--- config.mk ---
export PLATFORM = sky130hd
export DESIGN_NAME = uart_reg_ctrl
export DESIGN_NICKNAME = d
export VERILOG_FILES = /design/src/rtl/uart_reg_ctrl.sv
export SDC_FILE = /design/constraint.sdc
export NUM_CORES = 1
export LEC_CHECK = 0
export CAP_MARGIN = 20
export CORE_MARGIN = 10
export CORE_UTILIZATION = 30
export CTS_BUF_LIST = sky130_fd_sc_hd__clkbuf_16
export CTS_CLUSTER_SIZE = 24
export DETAILED_ROUTE_END_ITERATION = 12
export DONT_BUFFER_PORTS = 1
export HOLD_SLACK_MARGIN = 0.02
export PLACE_DENSITY = 0.51
export SLEW_MARGIN = 5
export SYNTH_ARGS = -nofsm -noshare
export SYNTH_HDL_FRONTEND = slang
export SYNTH_SLANG_ARGS = --single-unit
--- constraint.sdc ---
create_clock -name clk96m -period 2.1 [get_ports clk96m]
set_input_delay 0.21 -clock clk96m [delete_from_list [all_inputs] [get_ports clk96m]]
set_output_delay 0.21 -clock clk96m [all_outputs]
set_load 0.01 [all_outputs]
--- src/rtl/uart_reg_ctrl.sv ---
// Byte-command register controller sitting between uart_ss and the audio datapath.
// Serial protocol: a command byte with bit7=1 is a write (cmd, data); bit7=0 is a read
// (cmd -> one reply byte). It drives per-voice note strobes, a programmable sample tick
// and the LED register. It also reports status for write timeouts and bad addresses/voices.
// Ports:
//   clk96m         system clock
//   rst            synchronous reset, active high
//   data_rx        received byte, qualified by valid_data_rx (1-cycle strobe)
//   data_tx        reply byte, qualified by valid_data_tx (1-cycle strobe)
//   note_on/off    1-cycle strobe per voice
//   active         level per voice, set by NOTE_ON and cleared by NOTE_OFF
//   sample_tick    1-cycle strobe every RATE_DIV+1 cycles
//   led            LED register
module uart_reg_ctrl #(
  parameter int unsigned NUM_VOICES     = 4,
  parameter int unsigned TIMEOUT_CYCLES = 960000,
  parameter logic [15:0] RATE_DIV_RST   = 16'd2000,
  parameter logic [7:0]  ID_VALUE       = 8'h5A
) (
  input  logic                  clk96m,
  input  logic                  rst,
  input  logic [7:0]            data_rx,
  input  logic                  valid_data_rx,
  output logic [7:0]            data_tx,
  output logic                  valid_data_tx,
  output logic [NUM_VOICES-1:0] note_on,
  output logic [NUM_VOICES-1:0] note_off,
  output logic [NUM_VOICES-1:0] active,
  output logic                  sample_tick,
  output logic [3:0]            led
);

  localparam int unsigned TO_W = (TIMEOUT_CYCLES > 2) ? $clog2(TIMEOUT_CYCLES) : 1;
  localparam logic [TO_W-1:0] TO_LAST = TO_W'(TIMEOUT_CYCLES - 1);

  localparam logic [6:0] A_ID       = 7'h00;
  localparam logic [6:0] A_STATUS   = 7'h01;
  localparam logic [6:0] A_DIV_LO   = 7'h02;
  localparam logic [6:0] A_DIV_HI   = 7'h03;
  localparam logic [6:0] A_LED      = 7'h04;
  localparam logic [6:0] A_NOTE_ON  = 7'h05;
  localparam logic [6:0] A_NOTE_OFF = 7'h06;
  localparam logic [6:0] A_ACTIVE   = 7'h07;

  typedef enum logic [1:0] {
    IDLE    = 2'd0,
    WR_DATA = 2'd1,
    RD_RESP = 2'd2
  } state_e;

  state_e                state_q,    state_d;
  logic [6:0]            addr_q,     addr_d;
  logic [TO_W-1:0]       to_cnt_q,   to_cnt_d;
  logic [15:0]           div_q,      div_d;
  logic [7:0]            div_sh_q,   div_sh_d;
  logic [15:0]           tick_cnt_q, tick_cnt_d;
  logic                  tick_q,     tick_d;
  logic                  bad_q,      bad_d;
  logic                  tmo_q,      tmo_d;
  logic [3:0]            led_q,      led_d;
  logic [NUM_VOICES-1:0] active_q,   active_d;
  logic [NUM_VOICES-1:0] note_on_q,  note_on_d;
  logic [NUM_VOICES-1:0] note_off_q, note_off_d;
  logic [7:0]            data_tx_q,  data_tx_d;
  logic                  vtx_q,      vtx_d;

  logic [7:0]            rd_data_c;
  logic                  rd_bad_c;
  logic [NUM_VOICES-1:0] voice_sel_c;
  logic                  voice_ok_c;
  logic                  set_bad, set_tmo, clr_status;

  // Read mux, indexed by the incoming command byte so the reply can be registered on the command edge
  always_comb begin
    rd_data_c = 8'h00;
    rd_bad_c  = 1'b0;
    case (data_rx[6:0])
      A_ID:       rd_data_c = ID_VALUE;
      A_STATUS:   rd_data_c = {6'b0, bad_q, tmo_q};
      A_DIV_LO:   rd_data_c = div_q[7:0];
      A_DIV_HI:   rd_data_c = div_q[15:8];
      A_LED:      rd_data_c = {4'b0, led_q};
      A_NOTE_ON,
      A_NOTE_OFF: rd_data_c = 8'h00;
      A_ACTIVE:   rd_data_c = 8'(active_q);
      default: begin
        rd_data_c = 8'h00;
        rd_bad_c  = 1'b1;
      end
    endcase
  end

  // One-hot voice select from the data byte; out-of-range indices select nothing
  always_comb begin
    voice_ok_c = (data_rx < 8'(NUM_VOICES));
    for (int v = 0; v < NUM_VOICES; v++) begin
      voice_sel_c[v] = (data_rx == 8'(v));
    end
  end

  // Next-state, register file and output logic
  always_comb begin
    state_d    = state_q;
    addr_d     = addr_q;
    to_cnt_d   = to_cnt_q;
    div_d      = div_q;
    div_sh_d   = div_sh_q;
    led_d      = led_q;
    active_d   = active_q;
    note_on_d  = '0;
    note_off_d = '0;
    data_tx_d  = data_tx_q;
    vtx_d      = 1'b0;
    set_bad    = 1'b0;
    set_tmo    = 1'b0;
    clr_status = 1'b0;
    bad_d      = bad_q;
    tmo_d      = tmo_q;

    // Free-running sample divider, 0..DIV
    if (tick_cnt_q == div_q) begin
      tick_cnt_d = 16'd0;
      tick_d     = 1'b1;
    end else begin
      tick_cnt_d = tick_cnt_q + 16'd1;
      tick_d     = 1'b0;
    end

    case (state_q)
      IDLE, RD_RESP: begin
        state_d = IDLE;
        if (valid_data_rx) begin
          addr_d = data_rx[6:0];
          if (data_rx[7]) begin
            state_d  = WR_DATA;
            to_cnt_d = '0;
          end else begin
            state_d    = RD_RESP;
            data_tx_d  = rd_data_c;
            vtx_d      = 1'b1;
            clr_status = (data_rx[6:0] == A_STATUS);
            set_bad    = rd_bad_c;
          end
        end
      end
      WR_DATA: begin
        if (valid_data_rx) begin
          state_d = IDLE;
          case (addr_q)
            A_DIV_LO: div_sh_d = data_rx;
            A_DIV_HI: begin
              // Atomic commit; the divider restarts cleanly from 0
              div_d      = {data_rx, div_sh_q};
              tick_cnt_d = 16'd0;
              tick_d     = 1'b0;
            end
            A_LED: led_d = data_rx[3:0];
            A_NOTE_ON: begin
              if (voice_ok_c) begin
                note_on_d = voice_sel_c;
                active_d  = active_q | voice_sel_c;
              end else begin
                set_bad = 1'b1;
              end
            end
            A_NOTE_OFF: begin
              if (voice_ok_c) begin
                note_off_d = voice_sel_c;
                active_d   = active_q & ~voice_sel_c;
              end else begin
                set_bad = 1'b1;
              end
            end
            A_ID, A_STATUS, A_ACTIVE: ;
            default: set_bad = 1'b1;
          endcase
        end else if (to_cnt_q == TO_LAST) begin
          state_d = IDLE;
          set_tmo = 1'b1;
        end else begin
          to_cnt_d = to_cnt_q + TO_W'(1);
        end
      end
      default: state_d = IDLE;
    endcase

    // Read-to-clear; a simultaneous set takes priority
    if (clr_status) begin
      bad_d = 1'b0;
      tmo_d = 1'b0;
    end
    if (set_bad) bad_d = 1'b1;
    if (set_tmo) tmo_d = 1'b1;
  end

  always_ff @(posedge clk96m) begin
    if (rst) begin
      state_q    <= IDLE;
      addr_q     <= '0;
      to_cnt_q   <= '0;
      div_q      <= RATE_DIV_RST;
      div_sh_q   <= '0;
      tick_cnt_q <= '0;
      tick_q     <= 1'b0;
      bad_q      <= 1'b0;
      tmo_q      <= 1'b0;
      led_q      <= '0;
      active_q   <= '0;
      note_on_q  <= '0;
      note_off_q <= '0;
      data_tx_q  <= '0;
      vtx_q      <= 1'b0;
    end else begin
      state_q    <= state_d;
      addr_q     <= addr_d;
      to_cnt_q   <= to_cnt_d;
      div_q      <= div_d;
      div_sh_q   <= div_sh_d;
      tick_cnt_q <= tick_cnt_d;
      tick_q     <= tick_d;
      bad_q      <= bad_d;
      tmo_q      <= tmo_d;
      led_q      <= led_d;
      active_q   <= active_d;
      note_on_q  <= note_on_d;
      note_off_q <= note_off_d;
      data_tx_q  <= data_tx_d;
      vtx_q      <= vtx_d;
    end
  end

  assign data_tx       = data_tx_q;
  assign valid_data_tx = vtx_q;
  assign note_on       = note_on_q;
  assign note_off      = note_off_q;
  assign active        = active_q;
  assign sample_tick   = tick_q;
  assign led           = led_q;

endmodule

==> results of run 1 <==
==> power by group <==
group | switching (mW) | internal (mW)
combinational | 0.107 | 0.0742
clock | 0.706 | 1.15
sequential | 0.0226 | 1.86
==> sequential cells by signal (all words and copies together) (netlist names), named ones only <==
name           flops
div_q             16
bad_q              1
tmo_q              1
to_cnt_q          20
note_off           4
tick_cnt_q        16
data_tx            8
div_sh_q           8
addr_q             7
state_q            2
note_on            4
sample_tick        1
led                4
valid_data_tx      1
==> per-stage QoR <==
step / instance area [µm²] / total power, mW
floorplan: 4250 / 2.04
global placement: 4470 / 2.06
CTS: 4910 / 3.96
global route: 4940 / 4.06
finish: 4940 / 3.92
detailed placement: 4470 / 2.06
==> synthesized netlist by cell type, types with 4 or more instances <==
cell	instances	area (µm²)
a211o_1	6	52.6
a21oi_1	23	115
and3_1	6	37.5
buf_1	4	15.0
clkbuf_1	18	67.6
dfxtp_1	97	1940
inv_1	6	22.5
mux2i_1	27	270
nand2_1	41	154
nand2b_1	7	43.8
nand3_1	15	75.1
nand4_1	13	81.3
nor2_1	76	285
nor2b_1	13	81.3
nor3_1	9	45.0
o211ai_1	5	37.5
o21ai_0	13	65.1
o31ai_1	4	30.0
or2_2	4	25.0
or3_1	6	37.5
xnor2_1	26	228
xor2_1	18	158
==> timing repair <==
| action | CTS | global route |
|---|---|---|
| hold endpoints to repair | 51 | 0 |
| setup buffers | 0 | 2 |
| endpoints found under the setup margin | 0 | 23 |
| hold buffers | 10 | 0 |
| gates resized for setup | 0 | 2 |
==> final timing paths <==
kind,to,slack (ns),cells past startpoint
hold reg to reg,div_q[6],0.46,1
setup reg to reg,div_sh_q[6],0.17,5
setup / recovery,div_sh_q[6],0.17,5
hold / removal,flop,0.03,2
==> routing by layer <==
layer,track usage,up-vias,share of wire
met5,0,-,0
li1,-,1686,-
met1,0.147,1592,0.47
met4,0.0417,0,0.013
met2,0.169,72,0.44
met3,0.0401,15,0.079
==> cell families after synthesis <==
kind of cell	count (synthesis)
adder cells (fa/ha/maj)	2
flip-flops	97
multiplexers	28
XOR/XNOR	44
AO/OA/AOI/OAI	64
buffers and inverters	33
AND/OR/NAND/NOR	214
==> area by class of cell <==
| class | instances | area share |
|---|---|---|
| multi-input combinational | 352 | 0.444 |
| sequential | 97 | 0.393 |
| clock buffer | 9 | 0.0456 |
| tap | 180 | 0.0456 |
| timing repair buffer | 23 | 0.0446 |
| clock inverter | 6 | 0.0218 |
| inverter | 6 | 0.00456 |
==> impl_metrics.yaml, run 1 <==
run_status:
  status: "completed"
clock_tree:
  cts_buffers: 9
  cts_max_path_buffers: 2
  cts.clk_slew.worst_paths_ns: 0.07
  insertion_delay_ns: 0.35
  cts_tree: "done"
  ctsRootBufferMaster: "clkbuf_16"
  htree_levels: 3
  cts_num_sinks: 97
timing:
  rsz0062_at_grt: "false"
  fin_setup_tns_ns: 0
  timing.final.crit_period_ns: 1.93
  slew_viol_final: 0
  finalHoldViolations: 0
  timing.fmax_mhz: 518
  setup_viol: 0
  hold_slack_ns: 0.0332
  setup_ws_ns: 0.170
  tightest_slew_ns: 0.742
  max_slew_margin: 0.505
  skew_ns: 0.00960
  final.period_utilization: 0.919
grt:
  antenna_found_initial: 0
  grt_start_max_net_pins: 50
  grt_pass1_vias: 3195
  overflow: 0
  grt_usage: 0.114
  grt_pass1_wl_um: 17900
floorplanning:
  fp.dieH_um: 139
  dieArea_mm2: 0.0193
  ios: 37
  core_area_mm2: 0.0139
  num_rows: 43
  start_util: 0.306
  die_x_um: 139
critical_path:
  required_ns: 2.33
  path_buf_inv: 0
  crit_type: "reg -> reg"
  worstPathArrival_ns: 2.16
  rr_startpoint: "state_q[0]"
  worstPathMaxFanout: 8
  critPathTopFamily: "simple AND/OR/NAND/NOR gates"
  crit_path_end_kind: "flop"
  start_kind: "flop"
  startpoint: "state_q[0]"
  cpMaxStageDelayCell: "or3b_2"
  cpPeakStageDelay_ns: 0.67
  crit_chain: "nor2b_1 -> nand3_1 -> or3b_2 -> mux2i_1 -> nor2_1"
place:
  hpwl_um: 7210
  globalplace.congestion: 0.768
  io_buffer_count: 0
  place_ws_ns: 0.0539
  placedCellCount: 646
route:
  drc: 0
  dr.pass1.iters: 6
  avgRoutedWirePerCell_um: 16.1
  drt-initial-drc-count: 245
  wirelength_um: 10800
  vias_per_cell: 5.00
  drtAntennaViolNets: 0
  vias: 3365
finish:
  layout-drive-gt1-share: 0.0913
  final_util: 0.356
  finalNonFillerCells: 673
  n_fill_cell: 1405
  nets: 502
  final_cell_mix: "97 x dfxtp_1, 76 x nor2_1, 41 x nand2_1"
  multi_input_area_mm2: 0.00219
  area_growth_pct: 16.1
  regArea_mm2: 0.00194
  antenna_cells: 0
  final_common_cell: "dfxtp_1"
power:
  powerDensity_mw_per_mm2: 795
  vdd_ir_drop_max_mv: 0.443
  p_leak_nw: 1.72
run:
  maxCapViolations: 0
hold_path:
  min_from: "data_rx[0]"
  hp-class: "in -> reg"
logic_synthesis:
  synth_adder_area_share: 0.00588
  synth-edff-count: 0
  synth_top_family_by_area: "simple AND/OR/NAND/NOR gates"
  synth_area_per_cell_um2: 8.82
  synth-simple-area-share: 0.251
  synth_seq_cells: 97
  synth-xor-area-share: 0.0906
  postSynthCellCount: 482
  async_reset_ff_frac: 0
  ys.flop_type: "dfxtp_1"
  yosys_warnings: 0
  muxShareOfSynthArea: 0.0662
  yosysUniqueCellTypes: 50
  netlist_area_mm2: 0.00425
  synth-compound-area-share: 0.0989
  synth_fp_nets: 495
  synth_seq_area_share: 0.457
No activity file was read; power rests on OpenSTA's default activity.
==> run 2, diff against run 1 <==
Settings changed: SKIP_LAST_GASP set to 1.
==> results of run 2 <==
Same layout as run 1: the final DEF is identical, and so are final timing and power.
